==> src/rtl/spi_master_gen.sv <==
// rtl/spi_master_gen.sv - SPI master: command word plus LEN data words on one chip select
//
// Purpose: shifts one command word (CMD_WR or CMD_RD) followed by len data words,
// MSB first, in any of the four SPI modes, with a programmable SCLK half-period.
// Ports:
//   clk, rst              system clock, asynchronous active-high reset
//   trig                  start pulse, accepted only in IDLE
//   wr, mode, cs_sel, len transaction attributes, latched at trig
//   wdat / wdat_req       write word supply; wdat captured 1 clk after wdat_req
//   rdat / rdat_vld       received data word and its 1-clk valid pulse
//   busy, trans_over      transaction in progress / 1-clk end-of-transaction pulse
//   csn, sclk, mosi, miso SPI pins
module spi_master_gen #(
  parameter int DW     = 8,
  parameter int DIV    = 4,
  parameter int NCS    = 4,
  parameter int LEN_W  = 8,
  parameter logic [DW-1:0] CMD_WR = 'h3c,
  parameter logic [DW-1:0] CMD_RD = 'h5b,
  localparam int CSW   = (NCS > 1) ? $clog2(NCS) : 1
) (
  input  logic             clk,
  input  logic             rst,
  input  logic             trig,
  input  logic             wr,
  input  logic [1:0]       mode,
  input  logic [CSW-1:0]   cs_sel,
  input  logic [LEN_W-1:0] len,
  input  logic [DW-1:0]    wdat,
  output logic             wdat_req,
  output logic [DW-1:0]    rdat,
  output logic             rdat_vld,
  output logic             busy,
  output logic             trans_over,
  output logic [NCS-1:0]   csn,
  output logic             sclk,
  output logic             mosi,
  input  logic             miso
);

  localparam int HW  = $clog2(DIV + 1);
  localparam int BW  = $clog2(DW);
  localparam int WCW = LEN_W + 1;
  localparam logic [HW-1:0] HLAST = HW'(DIV - 1);
  localparam logic [BW-1:0] BLAST = BW'(DW - 1);

  typedef enum logic [2:0] {S_IDLE, S_SETUP, S_SHIFT, S_HOLD, S_GAP} state_t;

  state_t           r_state;
  logic [HW-1:0]    r_hcnt;
  logic [BW-1:0]    r_bcnt;
  logic [WCW-1:0]   r_wcnt;
  logic             r_lead;     // next SCLK edge is a leading edge
  logic             r_wr;
  logic             r_cpol;
  logic             r_cpha;
  logic [LEN_W-1:0] r_len;
  logic [DW-1:0]    r_sreg;     // transmit bits still to launch, MSB next
  logic [DW-1:0]    r_rsh;      // receive shift register
  logic [DW-1:0]    r_hold;     // next write word from the client
  logic             r_req_d;
  logic             r_rpend;    // full data word received, publish next clk
  logic             r_wdat_req;
  logic [DW-1:0]    r_rdat;
  logic             r_rdat_vld;
  logic             r_busy;
  logic             r_trans_over;
  logic [NCS-1:0]   r_csn;
  logic             r_sclk;
  logic             r_mosi;

  logic             w_hend;
  logic             w_sample;
  logic             w_last_bit;
  logic             w_last_word;
  logic [WCW-1:0]   w_len_x;
  logic [DW-1:0]    w_next;
  logic [DW-1:0]    w_cmd;

  assign w_hend      = (r_hcnt == HLAST);
  // Sample on leading edges for CPHA=0, on trailing edges for CPHA=1.
  assign w_sample    = r_lead ^ r_cpha;
  assign w_last_bit  = (r_bcnt == BLAST);
  assign w_len_x     = {1'b0, r_len};
  assign w_last_word = (r_wcnt == w_len_x);
  // Read transfers keep mosi high through the data words.
  assign w_next      = r_wr ? r_hold : '1;
  assign w_cmd       = wr ? CMD_WR : CMD_RD;

  always_ff @(posedge clk or posedge rst) begin
    if (rst) begin
      r_state      <= S_IDLE;
      r_hcnt       <= '0;
      r_bcnt       <= '0;
      r_wcnt       <= '0;
      r_lead       <= 1'b1;
      r_wr         <= 1'b0;
      r_cpol       <= 1'b0;
      r_cpha       <= 1'b0;
      r_len        <= '0;
      r_sreg       <= '0;
      r_rsh        <= '0;
      r_hold       <= '0;
      r_req_d      <= 1'b0;
      r_rpend      <= 1'b0;
      r_wdat_req   <= 1'b0;
      r_rdat       <= '0;
      r_rdat_vld   <= 1'b0;
      r_busy       <= 1'b0;
      r_trans_over <= 1'b0;
      r_csn        <= '1;
      r_sclk       <= 1'b0;
      r_mosi       <= 1'b1;
    end else begin
      r_wdat_req   <= 1'b0;
      r_rdat_vld   <= 1'b0;
      r_trans_over <= 1'b0;
      r_req_d      <= r_wdat_req;
      if (r_req_d) r_hold <= wdat;
      if (r_rpend) begin
        r_rdat     <= r_rsh;
        r_rdat_vld <= 1'b1;
        r_rpend    <= 1'b0;
      end

      case (r_state)
        S_IDLE: begin
          if (trig) begin
            r_wr   <= wr;
            r_cpol <= mode[1];
            r_cpha <= mode[0];
            r_len  <= len;
            r_sclk <= mode[1];
            for (int i = 0; i < NCS; i++) r_csn[i] <= !(cs_sel == CSW'(i));
            r_busy <= 1'b1;
            r_hcnt <= '0;
            r_bcnt <= '0;
            r_wcnt <= '0;
            r_lead <= 1'b1;
            r_rsh  <= '0;
            if (mode[0]) begin
              r_sreg <= w_cmd;
            end else begin
              // CPHA=0 presents the first bit before the first edge.
              r_mosi     <= w_cmd[DW-1];
              r_sreg     <= {w_cmd[DW-2:0], 1'b0};
              r_wdat_req <= wr && (len != '0);
            end
            r_state <= S_SETUP;
          end
        end

        S_SETUP: begin
          if (w_hend) begin
            r_hcnt  <= '0;
            r_state <= S_SHIFT;
          end else begin
            r_hcnt <= r_hcnt + HW'(1);
          end
        end

        S_SHIFT: begin
          if (w_hend) begin
            r_hcnt <= '0;
            r_sclk <= ~r_sclk;
            r_lead <= ~r_lead;
            if (w_sample) begin
              r_rsh <= {r_rsh[DW-2:0], miso};
              if (w_last_bit && !r_wr && (r_wcnt != '0)) r_rpend <= 1'b1;
            end else if (r_cpha) begin
              // CPHA=1 launches on leading edges; a word starts at bit 0.
              if (r_bcnt == '0) r_wdat_req <= r_wr && (r_wcnt < w_len_x);
              if ((r_bcnt == '0) && (r_wcnt != '0)) begin
                r_mosi <= w_next[DW-1];
                r_sreg <= {w_next[DW-2:0], 1'b0};
              end else begin
                r_mosi <= r_sreg[DW-1];
                r_sreg <= {r_sreg[DW-2:0], 1'b0};
              end
            end else if (!w_last_bit) begin
              r_mosi <= r_sreg[DW-1];
              r_sreg <= {r_sreg[DW-2:0], 1'b0};
            end else if (!w_last_word) begin
              // CPHA=0 word boundary: first bit of the next word on this trailing edge.
              r_mosi     <= w_next[DW-1];
              r_sreg     <= {w_next[DW-2:0], 1'b0};
              r_wdat_req <= r_wr && ((r_wcnt + WCW'(1)) < w_len_x);
            end
            if (!r_lead) begin
              if (w_last_bit) begin
                r_bcnt <= '0;
                r_wcnt <= r_wcnt + WCW'(1);
                if (w_last_word) r_state <= S_HOLD;
              end else begin
                r_bcnt <= r_bcnt + BW'(1);
              end
            end
          end else begin
            r_hcnt <= r_hcnt + HW'(1);
          end
        end

        S_HOLD: begin
          if (w_hend) begin
            r_hcnt       <= '0;
            r_csn        <= '1;
            r_mosi       <= 1'b1;
            r_trans_over <= (DIV == 1);
            r_state      <= S_GAP;
          end else begin
            r_hcnt <= r_hcnt + HW'(1);
          end
        end

        S_GAP: begin
          if (w_hend) begin
            r_hcnt  <= '0;
            r_busy  <= 1'b0;
            r_state <= S_IDLE;
          end else begin
            r_hcnt       <= r_hcnt + HW'(1);
            r_trans_over <= ((r_hcnt + HW'(1)) == HLAST);
          end
        end

        default: r_state <= S_IDLE;
      endcase
    end
  end

  assign wdat_req   = r_wdat_req;
  assign rdat       = r_rdat;
  assign rdat_vld   = r_rdat_vld;
  assign busy       = r_busy;
  assign trans_over = r_trans_over;
  assign csn        = r_csn;
  assign sclk       = r_sclk;
  assign mosi       = r_mosi;

endmodule
==> config.mk <==
export PLATFORM = sky130hd
export DESIGN_NAME = spi_master_gen
export DESIGN_NICKNAME = d
export VERILOG_FILES = /design/src/rtl/spi_master_gen.sv
export SDC_FILE = /design/constraint.sdc
export NUM_CORES = 1
export LEC_CHECK = 0
export ABC_AREA = 0
export BUFFER_PORTS_ARGS = -buffer_cell sky130_fd_sc_hd__buf_2
export CAP_MARGIN = 20
export CORE_MARGIN = 3
export CORE_UTILIZATION = 35
export CTS_CLUSTER_SIZE = 28
export DETAILED_ROUTE_END_ITERATION = 10
export PLACE_DENSITY = 0.58
export SLEW_MARGIN = 40
export SYNTH_ARGS = -nofsm -noshare
export SYNTH_HDL_FRONTEND = slang
export SYNTH_SLANG_ARGS = --single-unit
==> constraint.sdc <==
create_clock -name clk -period 2.7 [get_ports clk]
set_input_delay 0.27 -clock clk [delete_from_list [all_inputs] [get_ports clk]]
set_output_delay 0.27 -clock clk [all_outputs]
set_load 0.02 [all_outputs]
# Word-level counts from Yosys, hierarchy flattened
# Cells that the tools add are included.
# Widths: inputs -> output; s select.
# totals
regBits	73
output_inout_bits	18
ram_bits	0
wordCells	158
mem_bits_ro	0
inputBits	25
latchBits	0
n_memories	0
# op_classes
order_cmp	2
mux	73
n_bitwise	3
reduce_logical	33
div	0
eq_ne	23
addsub	3
multipliers	0
shifts	0
# ops
cell	n
$mux 8	12
$mux 3	13
$mux 9	4
$pmux 8 s2	2
$mux 1	29
$ne 2x2->1 const B	11
$lt 9x8->1	2
$pmux 9 s2	1
$pmux 3 s5	1
$eq 3x2->1 const B	4
$pmux 3 s2	2
$reduce_and 5->1	2
$add 9x1->9 const B	1
$eq 9x8->1	1
$reduce_and 3->1	3
$reduce_bool 9->1	1
$mux 4	2
$pmux 1 s2	4
$pmux 4 s2	1
$reduce_and 4->1	2
$reduce_and 8->1	1
$reduce_bool 2->1	4
$reduce_bool 8->1	1
$mux 7	1
17 further kinds	32

# Longest topological paths before layout
# Gate-level depths: netlist (run 1).
# logic_depth
ltp_word	9
mapped_depth	9
ltp_nobuf	9

# Worst setup path after synthesis (run 1)
# No wires, ideal clock.
# synth_path
path_kind	flip-flop to flip-flop
from	reg r_hcnt[0]
to	reg r_rsh[0]
setup_time_ps	128
n_path_buf	2
required_ps	2572
slack_ps	640
synth_period_minus_slack_ps	2060
arrival_ps	1932
path_stages_with_launch	9
cell_sequence	dfrtp_1 > ha_1 > ha_1 > clkbuf_1 > and2_1 > o21ai_0 > a21o_1 > buf_2 > o21ai_0
# synth_via
elab_chain_cells	3
# synth_rtl
item	line	rtl
from (decl)	50	logic [HW-1:0] r_hcnt;
from (signal assigned)	158	r_hcnt <= r_hcnt + HW'(1);
from (signal assigned)	199	r_hcnt <= r_hcnt + HW'(1);
from (signal assigned)	211	r_hcnt <= r_hcnt + HW'(1);
$eq 3x2->1	80	assign w_hend = (r_hcnt == HLAST);
$ne 2x2->1 (no line)	--	
$reduce_and 4->1 (no line)	--	
to (signal assigned)	168	r_rsh <= {r_rsh[DW-2:0], miso};
to (decl)	59	logic [DW-1:0] r_rsh;
# Every way passes these cells.
# A chain may end at the register's enable or synchronous reset.

# Worst setup path after layout (run 1)
# layout_path
from	reg r_wcnt[0]
to	reg r_wdat_req (netlist: wdat_req)
# layout_via
elab_chain_cells	9
elab_cells_between_ends	13
classes_between	add/sub: 1; order compare: 2; eq/ne: 1; mux: 7; reduce/logical: 2
# layout_rtl
item	line	rtl
from (decl)	52	logic [WCW-1:0] r_wcnt;
from (signal assigned)	192	r_wcnt <= r_wcnt + WCW'(1);
$add 9x1->9	187	r_wdat_req <= r_wr && ((r_wcnt + WCW'(1)) < w_len_x);
$lt 9x8->1	187	
$logic_and 1x1->1	187	
$mux 1	183	end else if (!w_last_word) begin
$mux 1	180	end else if (!w_last_bit) begin
$mux 1 *	170	end else if (r_cpha) begin
$mux 1 *	167	if (w_sample) begin
$mux 1 *	163	if (w_hend) begin
$pmux 1 s2 *	126	case (r_state)
to (signal assigned)	147	r_wdat_req <= wr && (len != '0);
to (signal assigned)	172	if (r_bcnt == '0) r_wdat_req <= r_wr && (r_wcnt < w_len_x);
to (signal assigned)	187	
to (decl)	63	logic r_wdat_req;
# Every way passes the cells marked *; elsewhere a longest branch is shown, timed or not.

==> flow_summary.yaml, run 1 <==
critical_path:
  required_ps: 2960
  reg2reg_slack_ps: 430
  crit_top_cell: "ha_1"
  crit_slowest_cell: "dfrtp_1"
  timing.rr.end: "wdat_req"
  critical-path-top-delay-family: "adder cells"
  critPathKind: "reg2reg"
  ff2ff_path_depth: 8
  critical_path_buf_inv_count: 0
  rr_startpoint: "r_wcnt[0]"
  crit_arrival_ps: 2540
  end_kind: "register"
  slowest_delay_ps: 460
  path_cells: "ha_1 -> nand3_1 -> nor2_1 -> xor2_1 -> ha_1 -> a211oi_1 -> a31oi_1 -> o21ai_0"
  crit_fanout: 7
  crit_path_start_kind: "register"
cts:
  cts_max_level: 3
  cts_tree: "built"
  numCtsBuffers: 9
  cts.reportedPaths.clkPinSlew_ps: 80
  clock_latency_ps: 350
  cts_buffer_depth: 2
  cts_setup_buffers: 0
  numClockSinks: 73
  holdBufCountCts: 0
  cts.repair.resized: 0
  cts_root_buffer: "clkbuf_8"
power:
  p_sw_uw: 1380
  p_sw_share_pct: 36.0
  powerDensity_nw_per_um2: 848
  power.leakage_uw: 0.00207
  seq_power_share_pct: 41.9
  p_int_uw: 2460
  peakVddDrop_v: 0.000429
  pwr-share-comb_pct: 33.3
  pwr-share-clk_pct: 24.8
placed_design:
  post-place-ws_ps: 451
  portBuffers: 42
  hpwl_mm: 6.62
  place_congestion: 0.858
sta:
  setup_viol: 0
  timing.setup.tns_ps: 0
  timing.hold.ws_ps: 14.6
  tightest_slew_ps: 678
  timing.final.ws_setup_ps: 427
  period_share_pct: 84.2
  rsz0062_at_grt: "false"
  finalMaxSlewViolations: 0
  fmax_mhz: 440
  finalHoldViolCount: 0
  slew_headroom_pct: 54.7
  fin_skew_ps: 9.37
  min_period_ps: 2270
grt:
  grt_max_degree: 34
  grt_usage_pct: 14.9
  grt_pass1_wl_mm: 15.3
  grt_pass1_vias: 3075
  antenna_found_initial: 0
  overflow: 0
detailed_routing:
  drtPass1Iterations: 4
  routedWlPerCell_um: 15.2
  drc: 0
  routed_wl_mm: 8.93
  num_vias: 3104
  antenna_left: 0
  via_per_inst: 5.29
  drt_iter0_drc: 226
finish:
  nets: 496
  n_antenna_cell: 0
  layout-drive-gt1-share_pct: 22.6
  syn2layout_area_growth_pct: 15.4
  n_fill_cell: 1061
floorplan:
  die_area_um2: 12500
  start_util_pct: 36.0
  row_count: 38
  fp.dieW_um: 112
  core_um2: 10900
  io_pins: 43
  dieHeight_um: 112
synth:
  syn-cell-area_um2: 3930
  async_flop_share_pct: 100
  synthesis.nets: 450
  yosys.area.top_type: "dfrtp_1"
  synth_seq_cells: 73
  syn_avg_cell_area_um2: 9.91
  yosys.area.top_type_share_pct: 42.7
  ys_warn_count: 0
  ys_types: 54
  synth_edf_count: 0
  synth_area_leaders: "dfrtp_1, ha_1, mux2_2"
  synthCells: 396
  yosysSeqAreaShare_pct: 46.7
  synth_top_flop_cell: "dfrtp_1"
run_status:
  status: "finished, final reports clean"
hold_path:
  worst_hold_path_type: "in2async"
flow_run:
  cap_violations: 0
## synthesized netlist by cell type (2+ instances only)
library cell	count
nand2b_1	5
and3b_1	2
a22o_1	2
nor4_1	5
a21o_1	2
inv_1	22
dfstp_2	6
a211oi_1	3
nor3_1	4
nand3_1	8
mux2_2	19
nand4_1	4
o32a_1	2
nor2b_1	5
clkbuf_1	12
o21bai_1	2
and3_1	2
nor4b_1	2
nand3b_1	2
buf_2	4
o21ai_1	2
dfrtp_1	67
a32o_1	4
nand2_1	53
nor2_1	25
ha_1	29
o221ai_1	7
a21oi_1	18
o31ai_1	5
xor2_1	4
or3b_2	2
a31oi_1	6
o21ai_0	35
xnor2_1	6
## registers in the layout, summed over array words and instances (netlist names), 4 cells and up
| signal | count |
|---|---|
| r_sreg | 8 |
| r_wcnt | 9 |
| r_rsh | 8 |
| r_hold | 8 |
| r_len | 8 |
| rdat | 8 |
| csn | 4 |
## layout make-up
| class | instances | area (um^2) | share of cell area, % |
|---|---|---|---|
| sequential | 73 | 1830 | 40.5 |
| clock inverter | 6 | 91.3 | 2.02 |
| clock buffer | 10 | 128 | 2.82 |
| tap | 140 | 175 | 3.87 |
| multi-input combinational | 283 | 1920 | 42.5 |
| inverter | 22 | 82.6 | 1.82 |
| timing repair buffer | 53 | 293 | 6.47 |
## worst register-to-register path, delay by kind of cell, from the launching register on
kind / cells / cell delay [ps]
AO/OA/AOI/OAI: 3 / 580
flip-flops: 1 / 460
AND/OR/NAND/NOR: 2 / 350
XOR/XNOR: 1 / 230
adder cells (fa/ha/maj): 2 / 590
## through the flow
step | utilization (%) | power, uW | cell area, um^2 | std cells
2_1_floorplan | - | 2530 | 3930 | 396
3_3_place_gp | 39.6 | 2870 | 4310 | 571
6_report | 41.6 | 3840 | 4530 | 587
5_1_grt | 41.6 | 4140 | 4530 | 587
3_5_place_dp | 39.6 | 2920 | 4310 | 571
4_1_cts | 41.6 | 3900 | 4530 | 587
## power groups by stage
| stage | Sequential (uW) | Clock, uW | Combinational [uW] |
|---|---|---|---|
| floorplan | 1630 | 0 | 900 |
| global placement | 1620 | 0 | 1250 |
| detailed placement | 1630 | 0 | 1290 |
| CTS | 1610 | 987 | 1290 |
| global route | 1650 | 1030 | 1460 |
| finish | 1610 | 952 | 1280 |
## cell families after synthesis
logic type	synth area share, %
adders and majority gates	9.24
and+or+nand+nor	15.6
buffers and inverters	4.24
muxes	5.45
DFF	46.7
xor gates and xnor gates	2.23
AOI/OAI and AO/OA	16.5
## cell usage in the layout (no fill, tap or decap), types with 2 or more instances in the layout
cell type / count
buf_2: 42
a211oi_1: 3
o21bai_1: 2
mux2_2: 19
a22o_1: 2
dfrtp_1: 67
o32a_1: 2
o221ai_1: 7
nand4_1: 4
ha_1: 29
nor3_1: 4
bufinv_16: 2
xor2_1: 4
inv_1: 21
clkbuf_8: 9
o21ai_1: 2
xnor2_1: 6
o21ai_0: 35
nor2b_1: 5
a21o_1: 2
nor4_1: 5
nand2b_1: 5
nand3b_1: 2
nand2_1: 53
nor2_1: 25
nand3_1: 8
a32o_1: 4
buf_4: 11
nor4b_1: 2
and3b_1: 2
and3_1: 2
or3b_2: 2
a21oi_1: 18
dfstp_2: 6
o31ai_1: 5
clkinv_4: 2
a31oi_1: 6
## routing by layer
metal	up-vias	track usage (%)	wire, um
li1	1510	-	-
met1	1493	20.4	4220
met2	90	23.5	4170
met3	11	3.70	438
met4	0	4.22	101
met5	-	0	0
## worst max-delay path by stage
stage | startpoint | to | slack (ps) | cells after the start
after floorplan | rst | busy | 590 | 1
after global placement | r_wcnt[0] | wdat_req | 490 | 8
after detailed placement | r_wcnt[0] | wdat_req | 450 | 8
after CTS | r_wcnt[0] | wdat_req | 430 | 8
after global routing | r_wcnt[0] | wdat_req | 190 | 8
final | r_wcnt[0] | wdat_req | 430 | 8
Power figures use the tool's default switching activity.
==> inputs of run 2 (changes only) <==
Settings changed: ABC_AREA 0 to 1, PLACE_DENSITY 0.58 to 0.6.
Clock period 2.7 ns to 1.9 ns, I/O delays scaled along.
==> flow_summary.yaml, run 2 <==
placed_design:
  place_congestion: 0.835
  hpwl_mm: 6.53
  portBuffers: 42
  place_area_um2: 4480
power:
  power.leakage_uw: 0.00255
  power.total_uw: 7170
  peakVddDrop_v: 0.000463
  powerDensity_nw_per_um2: 1440
critical_path:
  reg2reg_slack_ps: -30
  crit_path_start_kind: "register"
  crit_fanout: 3
  critical_path_buf_inv_count: 1
  rr_startpoint: "r_wcnt[1]"
  critPathKind: "reg2reg"
  critical-path-top-delay-family: "simple AND/OR/NAND/NOR gates"
  slowest_delay_ps: 380
  crit_top_cell: "nand2_1"
  cp.depth: 16
  ff2ff_path_depth: 16
  timing.rr.end: "wdat_req"
  required_ps: 2120
  end_kind: "register"
  crit_slowest_cell: "dfrtp_1"
  path_cells: "ha_2 -> nand3_4 -> xor2_2 -> inv_2 -> ha_4 -> nand2_1 -> nor2_1 -> nand2_1 -> nand2_1 -> nand2_1 -> nand2_1 -> nand2_1 -> nand2_1 -> nand2_1 -> nand2_1 -> nand2_1"
  crit_arrival_ps: 2150
cts:
  numCtsBuffers: 9
  clock_latency_ps: 330
  cts_max_level: 3
  cts_root_buffer: "clkbuf_16"
  cts_tree: "built"
  cts.reportedPaths.clkPinSlew_ps: 60
  numClockSinks: 73
  cts_buffer_depth: 2
detailed_routing:
  routed_wl_mm: 8.94
  via_per_inst: 4.75
  routedWlPerCell_um: 12.7
  drt_iter0_drc: 235
  drtPass1Iterations: 4
  num_vias: 3335
  antenna_left: 0
  drc: 0
finish:
  fin_util_pct: 45.4
  largest_register_ff_count: 9
  syn2layout_area_growth_pct: 24.8
  n_antenna_cell: 0
  final_cell_area_um2: 4980
  layout-drive-gt1-share_pct: 23.3
  final_common_cell: "nand2_1"
  nets: 611
  regMostFlops: "r_wcnt"
  final_cell_mix: "nand2_1, inv_1, dfrtp_1"
hold_path:
  hold_path_depth: 3
  worst_hold_path_type: "in2reg"
  hold_start: "wdat[1]"
  min_to: "r_hold[1]"
synth:
  synth_top_flop_cell: "dfrtp_1"
  syn-cell-area_um2: 4000
  synthCells: 483
  async_flop_share_pct: 100
  ys_warn_count: 0
  yosys.area.top_type_share_pct: 42.0
  synthMostInstantiatedCell: "nand2_1"
  yosysSeqAreaShare_pct: 45.9
  synth_edf_count: 0
  ys_types: 35
  synthesis.nets: 537
  ys_top_cells_by_count: "nand2_1, inv_1, dfrtp_1, nor2_1, ha_1"
  yosys.area.top_type: "dfrtp_1"
  synth_seq_cells: 73
  synth_area_leaders: "dfrtp_1, nand2_1, ha_1"
  syn_avg_cell_area_um2: 8.27
grt:
  antenna_found_initial: 0
  use_met2_pct: 24.8
  grt_max_degree: 30
  overflow: 0
  grt_usage_pct: 14.7
  grt_pass1_wl_mm: 15.0
  grt_pass1_vias: 3246
  met1_usage_pct: 17.9
  met3_usage_pct: 4.12
  busiest_layer: "met2"
floorplan:
  fp.dieW_um: 113
  dieHeight_um: 113
  row_count: 38
  die_area_um2: 12700
  core_um2: 11000
  io_pins: 43
  start_util_pct: 36.4
sta:
  fmax_mhz: 519
  tightest_slew_ps: 661
  slew_headroom_pct: 55.8
  timing.setup.tns_ps: -26.8
  period_share_pct: 101
  min_period_ps: 1930
  finalMaxSlewViolations: 0
  timing.hold.ws_ps: 70.5
  setup_viol: 1
  fin_skew_ps: 6.06
  finalHoldViolCount: 0
  timing.final.ws_setup_ps: -26.8
  rsz0062_at_grt: "true"
run_status:
  status: "complete, but fails checks"
  violations: "setup timing"
flow_run:
  cap_violations: 0
-- run 2: cell count changes after synthesis, sizes merged, moves of 6 or more --
cell / before / now
nand2: 53 / 127
inv: 22 / 70
nor2: 25 / 54
nand3: 8 / 25
mux2: 19 / 8
clkbuf: 12 / 4
o221ai: 7 / 0
a31oi: 6 / 0
xnor2: 6 / 0
-- run 2: final cells by class --
type	instances	area, um^2
Clock buffer	12	256
Clock inverter	4	51.3
Fill cell	1095	6000
Inverter	71	270
Multi-Input combinational cell	329	1920
Sequential cell	73	1840
Tap cell	140	175
Timing Repair Buffer	73	474
-- run 2: where the power goes --
group / switching (uW) / leakage [uW] / internal, uW
registers: 229 / 0.000924 / 2040
clock network: 625 / 0.000149 / 1090
logic: 1950 / 0.00148 / 1240
-- run 2: per-stage QoR --
stage	setup slack, ps	instances
3_3_place_gp	-41.3	674
5_1_grt	-177	702
2_1_floorplan	30.5	483
6_report	-26.8	702
4_1_cts	-25.5	694
3_5_place_dp	-106	674
-- run 2: worst max-delay path by stage --
stage               end       from
3_5_place_dp   wdat_req  r_wcnt[0]
3_3_place_gp   wdat_req  r_wcnt[0]
6_report       wdat_req  r_wcnt[1]
2_1_floorplan  wdat_req  r_wcnt[0]
5_1_grt        wdat_req  r_wcnt[4]
4_1_cts        wdat_req  r_wcnt[0]
-- run 2: worst min-delay path: stages --
cell	delay, ps
buf_2	80
nand2_1	40
o21ai_0	50
-- run 2: cell families after synthesis --
logic type	count (synthesis)	share of synthesized area, %
muxes	8	2.26
and+or+nand+nor	216	23.0
AOI/OAI and AO/OA	71	10.5
adders and majority gates	29	9.08
buffers and inverters	81	8.17
xor gates and xnor gates	5	1.10
DFF	73	45.9
-- run 2: timing repair --
action	CTS	global route
setup endpoints to repair	2	25
gates resized for setup	4	18
hold endpoints to repair	24	0
setup buffers	3	8
hold buffers	1	0
pin swaps	1	10
-- run 2: per-layer routing --
metal | routed length, um | vias to the layer above
li1 | - | 1704
met1 | 3990 | 1567
met2 | 4450 | 52
met3 | 327 | 12
met4 | 164 | 0
met5 | 0 | -
